File: src/rtl/controle_pkg.sv
// Shared definitions for the parametrised tic-tac-toe game controller:
// state encoding (equal to db_estado) and the width helper for the player index.
package controle_pkg;

  localparam int unsigned EstadoW = 4;

  typedef enum logic [EstadoW-1:0] {
    StInicial           = 4'h0,
    StPreparacao        = 4'h1,
    StJogaMacro         = 4'h2,
    StRegistraMacro     = 4'h3,
    StValidaMacro       = 4'h4,
    StJogaMicro         = 4'h5,
    StRegistraMicro     = 4'h6,
    StValidaMicro       = 4'h7,
    StRegistraJogada    = 4'h8,
    StVerificaMacro     = 4'h9,
    StRegistraResultado = 4'hA,
    StVerificaTabuleiro = 4'hB,
    StTrocaJogador      = 4'hC,
    StDecideMacro       = 4'hD,
    StTimeout           = 4'hE,
    StFim               = 4'hF
  } estado_e;

  function automatic int unsigned jogador_w(input int unsigned n);
    return (n > 1) ? $clog2(n) : 1;
  endfunction

endpackage

File: src/rtl/unidade_controle_param_if.sv
// Handshake bundle between the game controller and its datapath / player inputs.
interface unidade_controle_param_if import controle_pkg::*; #(
  parameter int unsigned N_JOGADORES = 2
) ();

  localparam int unsigned JogW = jogador_w(N_JOGADORES);

  logic                iniciar;
  logic                tem_jogada;
  logic                fim_jogo;
  logic                macro_vencida;
  logic                micro_jogada;
  logic [JogW-1:0]     jogador;
  logic                sinal_macro;
  logic                sinal_valida_macro;
  logic                zeraR_macro;
  logic                zeraR_micro;
  logic                zeraEdge;
  logic                zeraRAM;
  logic                registraR_macro;
  logic                registraR_micro;
  logic                we_board;
  logic                we_board_state;
  logic                pronto;
  logic                jogar_macro;
  logic                jogar_micro;
  logic                timeout_flag;
  logic [EstadoW-1:0]  db_estado;

  modport master (
    output iniciar, tem_jogada, fim_jogo, macro_vencida, micro_jogada,
    input  jogador, sinal_macro, sinal_valida_macro, zeraR_macro, zeraR_micro, zeraEdge,
           zeraRAM, registraR_macro, registraR_micro, we_board, we_board_state, pronto,
           jogar_macro, jogar_micro, timeout_flag, db_estado
  );

  modport slave (
    input  iniciar, tem_jogada, fim_jogo, macro_vencida, micro_jogada,
    output jogador, sinal_macro, sinal_valida_macro, zeraR_macro, zeraR_micro, zeraEdge,
           zeraRAM, registraR_macro, registraR_micro, we_board, we_board_state, pronto,
           jogar_macro, jogar_micro, timeout_flag, db_estado
  );

endinterface

File: src/rtl/contador_param.sv
// Up-counter with synchronous clear that holds at its terminal value and flags it.
module contador_param #(
  parameter int unsigned Terminal = 3,
  parameter int unsigned Width    = (Terminal > 0) ? $clog2(Terminal + 1) : 1
) (
  input  logic clock,
  input  logic reset,
  input  logic zera,
  input  logic conta,
  output logic fim
);

  localparam logic [Width-1:0] TermVal = Width'(Terminal);

  logic [Width-1:0] cnt_q, cnt_d;

  assign fim = (cnt_q == TermVal);

  // Holding at terminal keeps the flag asserted while waiting for a late input.
  always_comb begin
    cnt_d = cnt_q;
    if (zera) begin
      cnt_d = '0;
    end else if (conta && !fim) begin
      cnt_d = cnt_q + 1'b1;
    end
  end

  always_ff @(posedge clock or negedge reset) begin
    if (!reset) begin
      cnt_q <= '0;
    end else begin
      cnt_q <= cnt_d;
    end
  end

endmodule

File: src/rtl/unidade_controle_param.sv
// Moore controller for N-player ultimate tic-tac-toe with internal settle/validation
// timers and a per-move forfeit timeout.
module unidade_controle_param import controle_pkg::*; #(
  parameter int unsigned N_JOGADORES = 2,
  parameter int unsigned T_ESPERA    = 4,
  parameter int unsigned T_VALIDA    = 8,
  parameter int unsigned T_TIMEOUT   = 1000,
  parameter bit          TIMEOUT_EN  = 1'b1
) (
  input logic                     clock,
  input logic                     reset,
  unidade_controle_param_if.slave ctl
);

  localparam int unsigned JogW = jogador_w(N_JOGADORES);
  localparam logic [JogW-1:0] JogMax = JogW'(N_JOGADORES - 1);

  estado_e         estado_q, estado_d;
  logic [JogW-1:0] jogador_q, jogador_d;
  logic            macro_ok_q, macro_ok_d;
  logic            pulou_q, pulou_d;
  logic            fim_s, fim_t, fim_to, expira, muda;
  logic            conta_s, conta_t, conta_to;

  assign muda     = (estado_d != estado_q);
  assign conta_to = (estado_q == StJogaMacro) || (estado_q == StJogaMicro);
  assign conta_s  = conta_to || (estado_q == StRegistraJogada) ||
                    (estado_q == StRegistraResultado) || (estado_q == StTrocaJogador);
  assign conta_t  = (estado_q == StValidaMacro) || (estado_q == StValidaMicro) ||
                    (estado_q == StFim);
  assign expira   = TIMEOUT_EN && fim_to;

  contador_param #(.Terminal(T_ESPERA - 1)) u_cnt_s (
    .clock (clock),
    .reset (reset),
    .zera  (muda),
    .conta (conta_s),
    .fim   (fim_s)
  );

  contador_param #(.Terminal(T_VALIDA - 1)) u_cnt_t (
    .clock (clock),
    .reset (reset),
    .zera  (muda),
    .conta (conta_t),
    .fim   (fim_t)
  );

  contador_param #(.Terminal(T_TIMEOUT - 1)) u_cnt_to (
    .clock (clock),
    .reset (reset),
    .zera  (muda),
    .conta (conta_to),
    .fim   (fim_to)
  );

  always_comb begin
    estado_d   = estado_q;
    jogador_d  = jogador_q;
    macro_ok_d = macro_ok_q;
    pulou_d    = pulou_q;
    unique case (estado_q)
      StInicial: if (ctl.iniciar) begin
        estado_d  = StPreparacao;
        jogador_d = '0;
      end
      StPreparacao: begin
        estado_d   = StJogaMacro;
        macro_ok_d = 1'b0;
      end
      StJogaMacro: begin
        if (expira) estado_d = StTimeout;
        else if (fim_s && ctl.tem_jogada) estado_d = StRegistraMacro;
      end
      StRegistraMacro: estado_d = StValidaMacro;
      StValidaMacro: if (fim_t) begin
        if (ctl.macro_vencida) begin
          estado_d = StPreparacao;
        end else begin
          estado_d   = StJogaMicro;
          macro_ok_d = 1'b1;
        end
      end
      StJogaMicro: begin
        if (expira) estado_d = StTimeout;
        else if (fim_s && ctl.tem_jogada) estado_d = StRegistraMicro;
      end
      StRegistraMicro: estado_d = StValidaMicro;
      StValidaMicro: if (fim_t) begin
        estado_d = ctl.micro_jogada ? StJogaMicro : StRegistraJogada;
      end
      StRegistraJogada: if (fim_s) estado_d = StVerificaMacro;
      StVerificaMacro: estado_d = StRegistraResultado;
      StRegistraResultado: if (fim_s) estado_d = StVerificaTabuleiro;
      StVerificaTabuleiro: estado_d = ctl.fim_jogo ? StFim : StTrocaJogador;
      StTrocaJogador: if (fim_s) estado_d = StDecideMacro;
      StDecideMacro: begin
        // After a forfeit the next player keeps the macro already chosen, if any.
        if (pulou_q) begin
          estado_d = macro_ok_q ? StJogaMicro : StPreparacao;
          pulou_d  = 1'b0;
        end else begin
          estado_d = ctl.macro_vencida ? StPreparacao : StJogaMicro;
        end
      end
      StTimeout: begin
        estado_d = StTrocaJogador;
        pulou_d  = 1'b1;
      end
      StFim: if (fim_t && ctl.iniciar) estado_d = StInicial;
    endcase
    if ((estado_d == StTrocaJogador) && (estado_q != StTrocaJogador)) begin
      jogador_d = (jogador_q == JogMax) ? '0 : jogador_q + 1'b1;
    end
  end

  always_ff @(posedge clock or negedge reset) begin
    if (!reset) begin
      estado_q   <= StInicial;
      jogador_q  <= '0;
      macro_ok_q <= 1'b0;
      pulou_q    <= 1'b0;
    end else begin
      estado_q   <= estado_d;
      jogador_q  <= jogador_d;
      macro_ok_q <= macro_ok_d;
      pulou_q    <= pulou_d;
    end
  end

  always_comb begin
    ctl.sinal_macro        = 1'b0;
    ctl.sinal_valida_macro = 1'b0;
    ctl.zeraR_macro        = 1'b0;
    ctl.zeraR_micro        = 1'b0;
    ctl.zeraEdge           = 1'b0;
    ctl.zeraRAM            = 1'b0;
    ctl.registraR_macro    = 1'b0;
    ctl.registraR_micro    = 1'b0;
    ctl.we_board           = 1'b0;
    ctl.we_board_state     = 1'b0;
    ctl.pronto             = 1'b0;
    ctl.jogar_macro        = 1'b0;
    ctl.jogar_micro        = 1'b0;
    ctl.timeout_flag       = 1'b0;
    case (estado_q)
      StInicial: begin
        ctl.zeraR_macro = 1'b1;
        ctl.zeraR_micro = 1'b1;
        ctl.zeraEdge    = 1'b1;
        ctl.zeraRAM     = 1'b1;
      end
      StPreparacao: begin
        ctl.zeraR_macro = 1'b1;
        ctl.zeraR_micro = 1'b1;
      end
      StJogaMacro: begin
        ctl.sinal_macro = 1'b1;
        ctl.jogar_macro = 1'b1;
      end
      StRegistraMacro: begin
        ctl.registraR_macro    = 1'b1;
        ctl.sinal_macro        = 1'b1;
        ctl.sinal_valida_macro = 1'b1;
      end
      StValidaMacro: ctl.sinal_valida_macro = 1'b1;
      StJogaMicro: begin
        ctl.zeraR_micro = 1'b1;
        ctl.jogar_micro = 1'b1;
      end
      StRegistraMicro: ctl.registraR_micro = 1'b1;
      StRegistraJogada: ctl.we_board = 1'b1;
      StRegistraResultado: begin
        ctl.we_board_state     = 1'b1;
        ctl.sinal_valida_macro = 1'b1;
      end
      StDecideMacro: ctl.registraR_macro = !pulou_q;
      StTimeout: ctl.timeout_flag = 1'b1;
      StFim: ctl.pronto = 1'b1;
      default: ;
    endcase
  end

  assign ctl.jogador   = jogador_q;
  assign ctl.db_estado = estado_q;

endmodule

File: src/flat_wrapper.sv
// flat-port wrapper written by rule: the top's interface ports become plain ports
module unidade_controle_param_flat import controle_pkg::*;
#(
  parameter int unsigned N_JOGADORES = 2,
  parameter int unsigned T_ESPERA    = 4,
  parameter int unsigned T_VALIDA    = 8,
  parameter int unsigned T_TIMEOUT   = 1000,
  parameter bit          TIMEOUT_EN  = 1'b1
)
  (clock, reset, ctl_iniciar, ctl_tem_jogada, ctl_fim_jogo, ctl_macro_vencida, ctl_micro_jogada, ctl_jogador, ctl_sinal_macro, ctl_sinal_valida_macro, ctl_zeraR_macro, ctl_zeraR_micro, ctl_zeraEdge, ctl_zeraRAM, ctl_registraR_macro, ctl_registraR_micro, ctl_we_board, ctl_we_board_state, ctl_pronto, ctl_jogar_macro, ctl_jogar_micro, ctl_timeout_flag, ctl_db_estado);
  unidade_controle_param_if #(.N_JOGADORES(N_JOGADORES)) ctl_i ();
  input logic clock;
  input logic reset;
  input wire logic [$bits(ctl_i.iniciar)-1:0] ctl_iniciar;
  input wire logic [$bits(ctl_i.tem_jogada)-1:0] ctl_tem_jogada;
  input wire logic [$bits(ctl_i.fim_jogo)-1:0] ctl_fim_jogo;
  input wire logic [$bits(ctl_i.macro_vencida)-1:0] ctl_macro_vencida;
  input wire logic [$bits(ctl_i.micro_jogada)-1:0] ctl_micro_jogada;
  output wire logic [$bits(ctl_i.jogador)-1:0] ctl_jogador;
  output wire logic [$bits(ctl_i.sinal_macro)-1:0] ctl_sinal_macro;
  output wire logic [$bits(ctl_i.sinal_valida_macro)-1:0] ctl_sinal_valida_macro;
  output wire logic [$bits(ctl_i.zeraR_macro)-1:0] ctl_zeraR_macro;
  output wire logic [$bits(ctl_i.zeraR_micro)-1:0] ctl_zeraR_micro;
  output wire logic [$bits(ctl_i.zeraEdge)-1:0] ctl_zeraEdge;
  output wire logic [$bits(ctl_i.zeraRAM)-1:0] ctl_zeraRAM;
  output wire logic [$bits(ctl_i.registraR_macro)-1:0] ctl_registraR_macro;
  output wire logic [$bits(ctl_i.registraR_micro)-1:0] ctl_registraR_micro;
  output wire logic [$bits(ctl_i.we_board)-1:0] ctl_we_board;
  output wire logic [$bits(ctl_i.we_board_state)-1:0] ctl_we_board_state;
  output wire logic [$bits(ctl_i.pronto)-1:0] ctl_pronto;
  output wire logic [$bits(ctl_i.jogar_macro)-1:0] ctl_jogar_macro;
  output wire logic [$bits(ctl_i.jogar_micro)-1:0] ctl_jogar_micro;
  output wire logic [$bits(ctl_i.timeout_flag)-1:0] ctl_timeout_flag;
  output wire logic [$bits(ctl_i.db_estado)-1:0] ctl_db_estado;
  assign ctl_i.iniciar = ctl_iniciar;
  assign ctl_i.tem_jogada = ctl_tem_jogada;
  assign ctl_i.fim_jogo = ctl_fim_jogo;
  assign ctl_i.macro_vencida = ctl_macro_vencida;
  assign ctl_i.micro_jogada = ctl_micro_jogada;
  assign ctl_jogador = ctl_i.jogador;
  assign ctl_sinal_macro = ctl_i.sinal_macro;
  assign ctl_sinal_valida_macro = ctl_i.sinal_valida_macro;
  assign ctl_zeraR_macro = ctl_i.zeraR_macro;
  assign ctl_zeraR_micro = ctl_i.zeraR_micro;
  assign ctl_zeraEdge = ctl_i.zeraEdge;
  assign ctl_zeraRAM = ctl_i.zeraRAM;
  assign ctl_registraR_macro = ctl_i.registraR_macro;
  assign ctl_registraR_micro = ctl_i.registraR_micro;
  assign ctl_we_board = ctl_i.we_board;
  assign ctl_we_board_state = ctl_i.we_board_state;
  assign ctl_pronto = ctl_i.pronto;
  assign ctl_jogar_macro = ctl_i.jogar_macro;
  assign ctl_jogar_micro = ctl_i.jogar_micro;
  assign ctl_timeout_flag = ctl_i.timeout_flag;
  assign ctl_db_estado = ctl_i.db_estado;
  unidade_controle_param #(.N_JOGADORES(N_JOGADORES), .T_ESPERA(T_ESPERA), .T_VALIDA(T_VALIDA), .T_TIMEOUT(T_TIMEOUT), .TIMEOUT_EN(TIMEOUT_EN)) u_core (.clock(clock), .reset(reset), .ctl(ctl_i));
endmodule
File: config.mk
export PLATFORM = sky130hd
export DESIGN_NAME = unidade_controle_param_flat
export DESIGN_NICKNAME = d
export VERILOG_FILES = /design/src/rtl/controle_pkg.sv /design/src/rtl/unidade_controle_param_if.sv /design/src/rtl/contador_param.sv /design/src/rtl/unidade_controle_param.sv /design/src/flat_wrapper.sv
export SDC_FILE = /design/constraint.sdc
export NUM_CORES = 1
export LEC_CHECK = 0
export ABC_AREA = 1
export CAP_MARGIN = 20
export CORE_ASPECT_RATIO = 0.7
export CORE_UTILIZATION = 49
export CTS_BUF_LIST = sky130_fd_sc_hd__clkbuf_16
export DETAILED_ROUTE_END_ITERATION = 7
export MAX_ROUTING_LAYER = met4
export PLACE_DENSITY = 0.77
export SLEW_MARGIN = 25
export SYNTH_ARGS = -nofsm -noshare
export SYNTH_HDL_FRONTEND = slang
export SYNTH_HIERARCHICAL = 1
export SYNTH_SLANG_ARGS = --single-unit
File: constraint.sdc
create_clock -name clock -period 2.1 [get_ports clock]
set_input_delay 0.21 -clock clock [delete_from_list [all_inputs] [get_ports clock]]
set_output_delay 0.21 -clock clock [all_outputs]
set_load 0.01 [all_outputs]
==> out/results.env <==
STATUS='complete, but fails checks'
FAILING_CHECKS='setup timing'
SYN_AREA_UM2=1690
TIMING_WORST_SLEW_PIN_VALUE_PS=399
CP.REQUIRED_PS=2290
FIN_WS_PS=-97.6
TRITONCTS.NUM_BUFFERS=3
ANTENNA_CELLS_INSERTED=0
PORT_BUF_INSERTS=25
SETUP_SKEW_AFTER_LAYOUT_PS=2.58
RSZ0062_AT_GRT='true'
CELLLEAKAGEPOWER_nW=1.35
HOLD_WS_PS=309
CRITICAL_PATH_BUF_INV_COUNT=5
CP.ARRIVAL_PS=2390
AREA.GROWTH.SYNTH_TO_FINAL_PCT=47.4
DRT-VIAS-PER-INSTANCE=5.32
MAXSLEWHEADROOM=0.733
MULTI_INPUT_AREA_UM2=1130
FLOORPLAN.INITIALDENSITY=0.527
TRITONCTS_SINKS=22
HPWL_REPORTED_AT_THE_END_OF_DETAILED_PLACEMENT_UM=3540
CLOCK_NETWORK_LATENCY_TO_THE_LATER_PIN_OF_THE_WORST_SKEW_PAIR_PS=250
PERIOD_SHARE=1.05
MIN_PERIOD_PS=2200
IR_DROP_mV=0.790
FP.DIEW_UM=72.2
CTSLONGESTPATHBUFFERS=2
STARTPOINT_TYPE='flip-flop'
WORSTSETUPPATHTYPE='reg -> reg'
SHARE_CLK_OF_TOTAL_POWER=0.117
HOLDCRITPATHCLASS='in -> async'
GRT_MAX_DEGREE=23
NUMPLACEDINSTANCES=366
DRT_WL_CELL_UM=14.3
SWITCHING_SHARE=0.484
SYN_NETS=285
GR-USAGE-ALL-LAYERS=0.287
CLK_TRANSITION_REPORTED_PATHS_PS=60
HTREE_NUM_LEVELS=1
SLOWEST_DELAY_PS=420
SYN-MEAN-INSTANCE-AREA_UM2=6.17
POWER_W=0.00349
GP_ROUTABILITY_CONGESTION=1.03
GRT_PASS1_WL_UM=7920
SEQPWRFRAC=0.178
TNS_PS=-985
TIMING.FINAL.SETUP_VIOLATIONS=16
NUMBER_OF_PORTS_PLACED_ON_THE_DIE_BOUNDARY=26
SYNTHESIS.YOSYS.WARNINGS=6
CRIT_PATH_TOP_DELAY_CELL='sky130_fd_sc_hd__dfrtp_1'
ANTENNA_FOUND_INITIAL=0
NUM-NETS-FINAL=341
FINAL-SEQ-AREA_UM2=553
FINALWIRELENGTH_UM=5360
P_COMB_FRAC=0.705
REPORT.FINAL.SLEW_VIOL_COUNT=0
OVERFLOW=0
SYNTH.LIB_CELLS_USED.DISTINCT=23
POWER_REPORT.INTERNAL_TOTAL_W=0.00180
DIE_HEIGHT_UM=51.2
SYNTH_SEQ_AREA_SHARE=0.325
FINAL_HOLD_VIOL_COUNT=0
MAX_FREQ_MHz=455
CLOCK_TREE.ROOT_CELL='sky130_fd_sc_hd__clkbuf_16'
CRITICAL_PATH_CELL_LIST='ha_4, nand2_2, inv_2, nand4_1, inv_2, inv_2, nand3_2, nand2_1, nand2_1, nor2_2, nor2_1, nor2_2, nand3_4, buf_4, clkinv_2, nand3_1, nand2_1'
NET-SWITCHING-POWER_W=0.00169
CTS_TREE='built'
LAYOUT-DRIVE-GT1-SHARE=0.286
FINAL_NON_FILLER_CELLS=376
FILLERS=217
POST_SYN_INSTANCES=274
DRT_PASS1_ITERATIONS=6
TIMING.CRITICAL_PATH.MAX_DELAY_FAMILY='simple AND/OR/NAND/NOR gates'
END_KIND='flip-flop'
TOTAL_NUMBER_OF_VIAS=1999
MAX_CAP_VIOL_COUNT=0
DRT_INITIAL_VIOLATIONS=257
DRCVIOLATIONCOUNT=0
FIRST_GLOBAL_VIAS=1723
CORE.ROWCOUNT=17
SYNTH.FF_LATCH_COUNT=22
FP.DIEAREA_UM2=3700
POWER.DENSITY_CELL_AREA_nW_PER_UM2=1400
ANTENNA_LEFT=0
CORE_UM2=3210
CP_MAX_FO=6
[through the flow]
stage	util	setup WS (ps)	cell area (um2)
2_1_floorplan	-	2.28	1730
3_3_place_gp	0.677	-48.7	2170
3_5_place_dp	0.677	-73.6	2170
4_1_cts	0.716	7.92	2300
5_1_grt	0.776	-245	2490
6_report	0.776	-97.6	2490
[power by group through the flow]
stage / logic, W / clock network [W] / registers [W]
final: 0.00246 / 0.000407 / 0.000622
after detailed placement: 0.00183 / 0 / 0.000627
after global placement: 0.00181 / 0 / 0.000620
after global routing: 0.00264 / 0.000433 / 0.000632
after floorplan: 0.00111 / 0 / 0.000616
after CTS: 0.00193 / 0.000417 / 0.000615
[state kept, by name, summed over array words and instances, names as in the netlist]
register and cells:
u_core/u_cnt_t/cnt_q 3, u_core/pulou_q 1, u_core/ctl.db_estado 4, u_core/ctl.jogador 1
u_core/u_cnt_to/cnt_q 10, u_core/macro_ok_q 1, u_core/u_cnt_s/cnt_q 2
[cell type report]
type / count / share of cell area
Multi-Input combinational cell: 207 / 0.453
Clock buffer: 3 / 0.0301
Clock inverter: 1 / 0.00151
Sequential cell: 22 / 0.222
Inverter: 40 / 0.0647
Timing Repair Buffer: 56 / 0.205
Tap cell: 47 / 0.0236
[per-layer routing]
| layer | vias to the layer above | global-route usage | routed length [um] |
|---|---|---|---|
| met2 | 120 | 0.399 | 2250 |
| met3 | 16 | 0.0651 | 550 |
| met4 | 0 | 0.0425 | 103 |
| met5 | - | - | 0 |
| li1 | 970 | - | - |
| met1 | 893 | 0.431 | 2460 |
[path summary, 6_finish.rpt]
kind,cells after the start,from,slack [ps],to
max in group asynchronous,2,reset,1540,u_core/ctl.db_estado[2]$_DFF_PN0_
min reg2reg,2,u_core/u_cnt_s/cnt_q[1]$_DFFE_PN0P_,510,u_core/u_cnt_s/cnt_q[1]$_DFFE_PN0P_
max reg2reg,17,u_core/u_cnt_to/cnt_q[0]$_DFFE_PN0P_,-100,u_core/u_cnt_t/cnt_q[0]$_DFFE_PN0P_
min in group clock,2,u_core/u_cnt_s/cnt_q[1]$_DFFE_PN0P_,510,u_core/u_cnt_s/cnt_q[1]$_DFFE_PN0P_
max,17,u_core/u_cnt_to/cnt_q[0]$_DFFE_PN0P_,-100,u_core/u_cnt_t/cnt_q[0]$_DFFE_PN0P_
min,2,reset,310,u_core/ctl.jogador$_DFFE_PN0P_
[cells by family (layout without fill, tap and decap cells)]
kind of cell,count (synthesis),after routing,share of synthesized area
flops,22,22,0.325
buf+inv,45,100,0.111
fa+ha+maj,4,4,0.0296
compound gates,13,13,0.0392
simple gates,186,186,0.474
xor+xnor,4,4,0.0207
[cell usage after synthesis]
master,n,area [um2]
sky130_fd_sc_hd__nand2_2,4,25.0
sky130_fd_sc_hd__nor3_1,1,5.00
sky130_fd_sc_hd__o21ai_0,7,35.0
sky130_fd_sc_hd__dfrtp_1,22,551
sky130_fd_sc_hd__a21oi_1,5,25.0
sky130_fd_sc_hd__o22ai_1,1,6.26
sky130_fd_sc_hd__buf_2,2,10.0
sky130_fd_sc_hd__ha_1,4,50.1
sky130_fd_sc_hd__buf_4,2,15.0
sky130_fd_sc_hd__clkinv_2,1,5.00
sky130_fd_sc_hd__nand3_2,1,10.0
sky130_fd_sc_hd__or2_2,2,12.5
sky130_fd_sc_hd__xor2_1,3,26.3
sky130_fd_sc_hd__inv_2,4,15.0
sky130_fd_sc_hd__xnor2_1,1,8.76
sky130_fd_sc_hd__buf_6,1,11.3
sky130_fd_sc_hd__nor2_2,3,18.8
sky130_fd_sc_hd__nor2_1,38,143
sky130_fd_sc_hd__inv_1,35,131
sky130_fd_sc_hd__nor2_4,2,22.5
sky130_fd_sc_hd__nand3_1,37,185
sky130_fd_sc_hd__nand4_1,5,31.3
sky130_fd_sc_hd__nand2_1,93,349
[repair_timing]
action,CTS,global route
gates resized for setup,9,52
setup buffers,4,1
pin swaps,2,20
hold buffers,0,0
gates cloned,0,1
endpoints found under the setup margin,19,21
[cells in the final DEF, fill, tap and decap left out, drive strengths merged]
master / count
xnor2: 1
nand2: 97
inv: 39
clkdlybuf4s50: 21
nand3: 38
o21ai: 7
xor2: 3
clkinv: 2
dlymetal6s2s: 3
dfrtp: 22
clkbuf: 3
buf: 31
o22ai: 1
ha: 4
or2: 2
nand4: 5
a21oi: 5
dlygate4sd2: 1
nor2: 43
nor3: 1
Power figures use the tool's default switching activity.
